### config.mk
export PLATFORM = sky130hd
export DESIGN_NAME = axi_tx
export DESIGN_NICKNAME = d
export VERILOG_FILES = /design/src/rtl/axi_stream_pkg.sv /design/src/rtl/axi_tx_fifo.sv /design/src/rtl/axi_tx.sv
export SDC_FILE = /design/constraint.sdc
export NUM_CORES = 1
export LEC_CHECK = 0
export CAP_MARGIN = 10
export CORE_ASPECT_RATIO = 1.4
export CORE_MARGIN = 1
export CORE_UTILIZATION = 45
export DETAILED_ROUTE_END_ITERATION = 10
export PLACE_DENSITY = 0.72
export SYNTH_ARGS = -nofsm -noshare
export SYNTH_HDL_FRONTEND = slang
export SYNTH_SLANG_ARGS = --single-unit
### constraint.sdc
create_clock -name clk -period 2.2 [get_ports clk]
set_input_delay 0.22 -clock clk [delete_from_list [all_inputs] [get_ports clk]]
set_output_delay 0.22 -clock clk [all_outputs]
set_load 0.01 [all_outputs]
### src/rtl/axi_stream_pkg.sv
// rtl/axi_stream_pkg.sv - shared types and keep-mask helper for the AXI-Stream transmit path
package axi_stream_pkg;

   localparam int MAX_KEEP = 128;

   typedef enum logic [1:0] {IDLE, ACTIVE, DROP} tx_state_t;

   // Low-contiguous byte-enable mask with idx+1 ones; callers size-cast to their keep width.
   function automatic logic [MAX_KEEP-1:0] keep_from_idx(input int unsigned idx);
      return {MAX_KEEP{1'b1}} >> (MAX_KEEP - 1 - idx);
   endfunction

endpackage

### src/rtl/axi_tx_fifo.sv
// rtl/axi_tx_fifo.sv - two-entry register FIFO with occupancy count and head output
module axi_tx_fifo #(
   parameter int W = 8
) (
   input  logic         clk,
   input  logic         rst_n,
   input  logic         push,
   input  logic [W-1:0] push_data,
   input  logic         pop,
   output logic [W-1:0] head,
   output logic [1:0]   count
);

   logic [W-1:0] mem [2];
   logic         wr_ptr;
   logic         rd_ptr;
   logic         do_push;
   logic         do_pop;

   assign do_push = push && (count != 2'd2);
   assign do_pop  = pop && (count != 2'd0);
   assign head    = mem[rd_ptr];

   always_ff @(posedge clk or negedge rst_n) begin
      if (!rst_n) begin
         mem[0] <= '0;
         mem[1] <= '0;
         wr_ptr <= 1'b0;
         rd_ptr <= 1'b0;
         count  <= 2'd0;
      end else begin
         if (do_push) begin
            mem[wr_ptr] <= push_data;
            wr_ptr      <= ~wr_ptr;
         end
         if (do_pop)
            rd_ptr <= ~rd_ptr;
         case ({do_push, do_pop})
            2'b10:   count <= count + 2'd1;
            2'b01:   count <= count - 2'd1;
            default: count <= count;
         endcase
      end
   end

endmodule

### src/rtl/axi_tx.sv
// rtl/axi_tx.sv - packed-beat to AXI-Stream transmitter with length limit and packet counter
module axi_tx
   import axi_stream_pkg::*;
#(
   parameter int DATA_WIDTH = 64,
   parameter int MAX_BEATS  = 256
) (
   input  logic                          clk,
   input  logic                          rst_n,
   input  logic                          in_valid,
   output logic                          in_ready,
   input  logic [DATA_WIDTH-1:0]         in_data,
   input  logic [$clog2(DATA_WIDTH/8)-1:0] in_idx,
   input  logic                          in_last,
   output logic                          tvalid,
   input  logic                          tready,
   output logic [DATA_WIDTH-1:0]         tdata,
   output logic [DATA_WIDTH/8-1:0]       tkeep,
   output logic                          tlast,
   output logic                          trunc,
   output logic [31:0]                   pkt_count
);

   localparam int KEEP_W = DATA_WIDTH / 8;
   localparam int CNT_W  = $clog2(MAX_BEATS + 1);
   localparam int PW     = DATA_WIDTH + KEEP_W + 1;
   localparam logic [CNT_W-1:0] LAST_CNT = CNT_W'(MAX_BEATS - 1);

   tx_state_t         state;
   logic [CNT_W-1:0]  beat_cnt;
   logic [1:0]        fifo_count;
   logic [PW-1:0]     head;
   logic [KEEP_W-1:0] in_keep;
   logic              accept;
   logic              push;
   logic              pop;
   logic              at_limit;
   logic              push_last;

   // DROP swallows the remainder of an over-long packet, so it never waits on FIFO space.
   assign in_ready  = rst_n && ((state == DROP) || (fifo_count < 2'd2));
   assign accept    = in_valid && in_ready;
   assign push      = accept && (state != DROP);
   assign at_limit  = (state == IDLE) ? (MAX_BEATS == 1) : (beat_cnt == LAST_CNT);
   assign push_last = in_last || at_limit;
   assign in_keep   = KEEP_W'(keep_from_idx(32'(in_idx)));

   assign tvalid = (fifo_count != 2'd0);
   assign pop    = tvalid && tready;
   assign {tdata, tkeep, tlast} = head;

   axi_tx_fifo #(.W(PW)) u_fifo (
      .clk       (clk),
      .rst_n     (rst_n),
      .push      (push),
      .push_data ({in_data, in_keep, push_last}),
      .pop       (pop),
      .head      (head),
      .count     (fifo_count)
   );

   always_ff @(posedge clk or negedge rst_n) begin
      if (!rst_n) begin
         state     <= IDLE;
         beat_cnt  <= '0;
         trunc     <= 1'b0;
         pkt_count <= '0;
      end else begin
         trunc <= 1'b0;
         if (pop && tlast)
            pkt_count <= pkt_count + 32'd1;
         if (accept) begin
            case (state)
               IDLE: begin
                  if (!in_last && (MAX_BEATS != 1)) begin
                     state    <= ACTIVE;
                     beat_cnt <= CNT_W'(1);
                  end
               end
               ACTIVE: begin
                  beat_cnt <= beat_cnt + CNT_W'(1);
                  if (in_last) begin
                     state <= IDLE;
                  end else if (at_limit) begin
                     trunc <= 1'b1;
                     state <= DROP;
                  end
               end
               DROP: begin
                  if (in_last)
                     state <= IDLE;
               end
               default: state <= IDLE;
            endcase
         end
      end
   end

endmodule

* After elaboration in Yosys (flattened, before gate mapping)
Index checks and enable logic that the tools add are counted.
Word-level totals: register bits 194, latch bits 0, memory bits (writable) 0, ROM bits 0, input port bits 72, output and inout bits 108, logic and storage cells 68, memories kept 0
Operators by class: $add $sub $neg 5, multiply operators 0, divide/modulo/power cells 0, magnitude comparators 4, equal/unequal tests 10, shift operators 1, mux-type cells 19, bitwise gates (word level) 4, reductions and logical operators 16
Operators with widths (number):
- two-way mux 73 bit | 4
- bitwise mux 146 bit | 1
- right shift 128 x 32 -> 8 bit (first input constant) | 1
- demux 73 bit (select 1 bit) | 1
- adder 32 x 1 -> 32 bit (second input constant) | 1
- case mux 9 bit (2 select lines) | 1
- adder 9 x 1 -> 9 bit (second input constant) | 1
- equality test 9 x 8 -> 1 bit (second input constant) | 1
- two-way mux 9 bit | 1
- logical AND 1 bit | 8
- two-way mux 2 bit | 4
- != test 2 bit (second input constant) | 4
- subtractor 7 x 3 -> 8 bit (first input constant) | 1
- case mux 2 bit (3 select lines) | 1
- nonzero test 2 bit | 3
- two-way mux 1 bit | 5
- equality test 2 x 1 -> 1 bit (second input constant) | 2
- equality test 2 bit (second input constant) | 2
- >= comparator 2 bit (second input constant) | 2
- inverter 1 -> 2 bit | 2
- case mux 2 bit (2 select lines) | 1
- AND reduction 4 bit | 1
- != test 3 bit (second input constant) | 1
- AND reduction 3 bit | 1
- other kinds (7) | 9

* Depth between registers and ports, before layout
word-level depth 8, depth in mapped cells 8, gate-level depth less buffers 7

* Cells and area by module
From an unflattened synthesis, not the netlist that was laid out.
Unflattened totals: cells, all modules 605, area total of the unflattened synthesis 9414.0 um2
By module, submodules not included:
- axi_tx_fifo | times used 1, cells an instance 405, area an instance 7213.2 um2, seq. area each 3753.6 um2
- axi_tx | times used 1, cells an instance 200, area an instance 2200.9 um2, seq. area each 1101.1 um2

* Worst setup path after synthesis
OpenSTA, ideal clock, no wires.
path type reg-to-reg, start register u_fifo.count[1], end register beat_cnt[3], setup time 0.078 ns, arrival 1.713 ns, path slack 0.410 ns, stages on the path, launching flop included 6, path buffers 2, cells stage by stage dfrtp_1 > buf_4 > or4_1 > buf_2 > or4_1 > a21oi_1
On the way: cells in the longest elaborated chain, start to end 5
Ends and longest elaborated chain:
- start, declared | RTL line axi_tx_fifo.sv:11 | output logic [1:0] count
- start signal, assigned | RTL line axi_tx_fifo.sv:39 | 2'b10: count <= count + 2'd1;
- start signal, assigned | RTL line axi_tx_fifo.sv:40 | 2'b01: count <= count - 2'd1;
- start signal, assigned | RTL line axi_tx_fifo.sv:41 | default: count <= count;
- < comparator 2 bit | RTL line axi_tx.sv:41 | assign in_ready = rst_n && ((state == DROP) || (fifo_count < 2'd2));
- logical OR 1 bit | RTL line axi_tx.sv:41
- logical AND 1 bit | RTL line axi_tx.sv:41
- logical AND 1 bit | RTL line axi_tx.sv:42 | assign accept = in_valid && in_ready;
- AND reduction 3 bit (no source line)
- end signal, assigned | RTL line axi_tx.sv:81 | beat_cnt <= beat_cnt + CNT_W'(1);
- end, declared | RTL line axi_tx.sv:30 | logic [CNT_W-1:0] beat_cnt;
No other way between the ends. A chain may end at the register's enable or synchronous reset.

* Worst setup path in the final report
start register u_fifo.rd_ptr, end output port tdata[60]
On the way: cells in the longest elaborated chain, start to end 4
Ends and longest elaborated chain:
- start, declared | RTL line axi_tx_fifo.sv:16 | logic rd_ptr;
- start signal, assigned | RTL line axi_tx_fifo.sv:37 | rd_ptr <= ~rd_ptr;
- inverter 1 -> 2 bit (implied by the code) | RTL line axi_tx_fifo.sv:22 | assign head = mem[rd_ptr];
- two-way mux 73 bit (implied by the code) (3 in a row) | RTL line axi_tx_fifo.sv:22
- end, declared | RTL line axi_tx.sv:17 | output logic [DATA_WIDTH-1:0] tdata,
No other way between the ends. The select of a mux whose other input is x is not followed.

==> results.md <==
- Power share of the clock group: 0.214
- Clk buf depth: 2
- Total wire length after detailed routing: 19,100 um
- Worst Hold Slack: 0.182 ns
- DR vias: 6,217
- Mapped Nets: 844
- CTS buffer count: 17
- Initial core utilization: 0.460
- Routability Congestion: 0.762
- Combinational share of power: 0.399
- CTS tree: done
- PwrDens: 1300 mW/mm^2
- Share of layout cells above drive strength 1: 0.220
- Max_slew headroom: 0.270
- Row count: 59
- Final Hold Vio Count: 0
- Worst clock skew: 0.0108 ns
- Total track usage: 0.202
- Endpoint class of the critical path: primary output
- Post-synth EDFFs: 0
- Number of global-route vias before repair: 6,292
- Post-synth top flop: dfrtp_1
- Via/cell ratio: 5.14
- Number of fill cells: 1,579
- Setup TNS: 0 ns
- Die Width: 119 um
- Antenna Nets Post-Route: 0
- Reg2reg start: u_fifo.rd_ptr$_DFFE_PN0P_
- Synth Area per Inst: 11.2 sq um
- Nets: 1,029
- Commonest non-fill, non-tap cells in the layout: 231 x nand2_1, 192 x dfrtp_1, 140 x mux2_2
- Run status: finished clean
- Worst-margin pin slew: 1.10 ns
- Final period utilization: 0.970
- Async S/R FF share, synth: 1.00
- Root Buffer: clkbuf_16
- Fin area: 0.0114 sq mm
- Routed len/inst: 15.8 um
- Netlist Area Pre-Place: 0.00860 sq mm
- Core ar.: 0.0187 sq mm
- CP Cell Sequence: buf_6 -> mux2_2 -> clkdlybuf4s50_1
- Net Sw Frac: 0.319
- First-pass GRT wire length: 31,300 um
- WS Path Type: flip-flop to primary output
- Initial drt markers: 227
- HP Class: input port to async pin
- Diode count: 0
- Internal cell power: 10.1 mW
- CP Launch Point: u_fifo.rd_ptr$_DFFE_PN0P_
- Register area share after synthesis: 0.565
- Synth unique cells: 43
- Die ar.: 0.0197 sq mm
- Grt ovf: 0
- Clock period minus worst slack: 2.13 ns
- Die Y: 166 um
- CP peak stage delay: 0.51 ns
- Setup-failing EPs final: 0
- Total of max-cap violations: 0
- Clk_lat worst skew: 0.43 ns
- Register share of total power: 0.388
- Synth Instances: 768
- Worst EP arrival: 1.91 ns
- Warnings from Yosys: 0
- Leak: 5.48 nW
- NetSw: 4.75 mW
- Drt first pass iters: 4
- Initial antenna violation count: 0
- Largest net degree at the start of global routing: 187
- DP HPWL: 12,500 um
- Design Power: 14.9 mW
- Worst Path Max Fanout: 7
- Post-DP Area: 0.0108 sq mm
- DRC Markers: 0
- Slowest cell on the critical path: dfrtp_4
- Port Buf Inserts: 179
- Dpl cells: 1,166
- Number of synthesized register bits: 194
- Fmax: 0.469 GHz
- WP data required: 1.98 ns
- Maximum VDD drop: 0.612 mV
- Io pins: 180
- H-tree levels: 4
- TritonCTS sink count: 194
- Final slew viol count: 0
- RSZ-0062 raised after global routing: false
- Most common cell after layout, fill and taps aside: nand2_1
- Startpoint types: flip-flop
- Area Overhead vs Synth: 33.0%
- CTS clock-pin slew for the worst setup and hold paths: 0.07 ns
- Finished Layout Cells: 1,210
-- kinds of logic after synthesis --
family	count (synthesis)	share of synthesized area
compound gates	34	0.0223
xor+xnor	37	0.0377
fa+ha+maj	4	0.00582
buf+inv	47	0.0223
flops	194	0.565
mux	141	0.184
simple gates	311	0.163
-- synthesized netlist by cell type (3+ instances only) --
library cell | count | area (sq um)
a21oi_1 | 7 | 35.0
and3_1 | 4 | 25.0
and4_1 | 4 | 35.0
buf_1 | 6 | 22.5
buf_2 | 3 | 15.0
clkbuf_1 | 29 | 109
dfrtp_1 | 194 | 4850
ha_1 | 4 | 50.1
inv_1 | 7 | 26.3
mux2_2 | 140 | 1580
nand2_1 | 231 | 867
nand2b_1 | 3 | 18.8
nand3_1 | 5 | 25.0
nand4_1 | 13 | 81.3
nor2_1 | 9 | 33.8
nor3_1 | 8 | 40.0
nor4_1 | 8 | 50.1
o21ai_0 | 19 | 95.1
o31ai_1 | 3 | 22.5
or2_2 | 3 | 18.8
or3_1 | 3 | 18.8
or4_1 | 4 | 30.0
xnor2_1 | 16 | 140
xor2_1 | 21 | 184
-- timing repair --
| action | CTS | global route |
|---|---|---|
| resized for setup | 57 | 12 |
| setup buffers | 5 | 6 |
| setup endpoints to repair | 65 | 19 |
| hold endpoints to repair | 8 | 0 |
| hold buffers | 1 | 0 |
-- metal layers --
| layer | vias up | global-route usage | wire length, um |
|---|---|---|---|
| met1 | 3101 | 0.234 | 7840 |
| met5 | - | 0 | 0 |
| met2 | 146 | 0.365 | 10200 |
| met3 | 18 | 0.0474 | 765 |
| li1 | 2952 | - | - |
| met4 | 0 | 0.0713 | 319 |
-- flip-flops by register name, indices dropped and copies added, names as in the netlist --
signal	flops
u_fifo.wr_ptr	1
state	2
u_fifo.mem	146
u_fifo.count	2
pkt_count	32
u_fifo.rd_ptr	1
trunc	1
beat_cnt	9
-- power by group through the flow --
stage,Sequential (mW),Combinational (mW),Clock (mW)
2_1_floorplan,5.55,3.54,0
3_3_place_gp,5.81,6.31,0
3_5_place_dp,5.85,6.38,0
4_1_cts,5.77,5.99,3.25
5_1_grt,5.96,6.46,3.39
6_report,5.76,5.93,3.18
-- critical path, delay by kind of cell, from the launching register on --
| kind | cells | cell delay, ns |
|---|---|---|
| buffers and inverters | 2 | 0.64 |
| flip-flops | 1 | 0.51 |
| multiplexers | 1 | 0.35 |
-- per-stage QoR --
step                      utilization  setup slack [ns]
after global placement          0.576             0.163
final                           0.613            0.0661
after global routing            0.613           0.00450
after detailed placement        0.576             0.142
after floorplan                     -             0.410
after CTS                       0.608           -0.0183
-- path summary, 6_finish.rpt --
check	endpoint	slack [ns]	depth (start not counted)
min reg2reg	pkt_count[31]$_DFFE_PN0P_	0.46	1
min in group clk	u_fifo.mem[94]$_DFFE_PN0P_	0.34	3
max reg2reg	pkt_count[24]$_DFFE_PN0P_	0.21	6
max in group asynchronous	u_fifo.mem[80]$_DFFE_PN0P_	0.74	3
max	tdata[60]	0.07	3
min	pkt_count[25]$_DFFE_PN0P_	0.18	2
-- cell type report --
cell class / instances / area, sq um / area share
sequential: 194 / 4860 / 0.425
multi-input combinational: 527 / 3570 / 0.312
timing repair buffer: 206 / 2060 / 0.180
clock buffer: 18 / 439 / 0.0384
tap: 244 / 305 / 0.0267
clock inverter: 14 / 174 / 0.0152
inverter: 7 / 26.3 / 0.00230
Note: power is estimated with default switching activity, not from simulation.
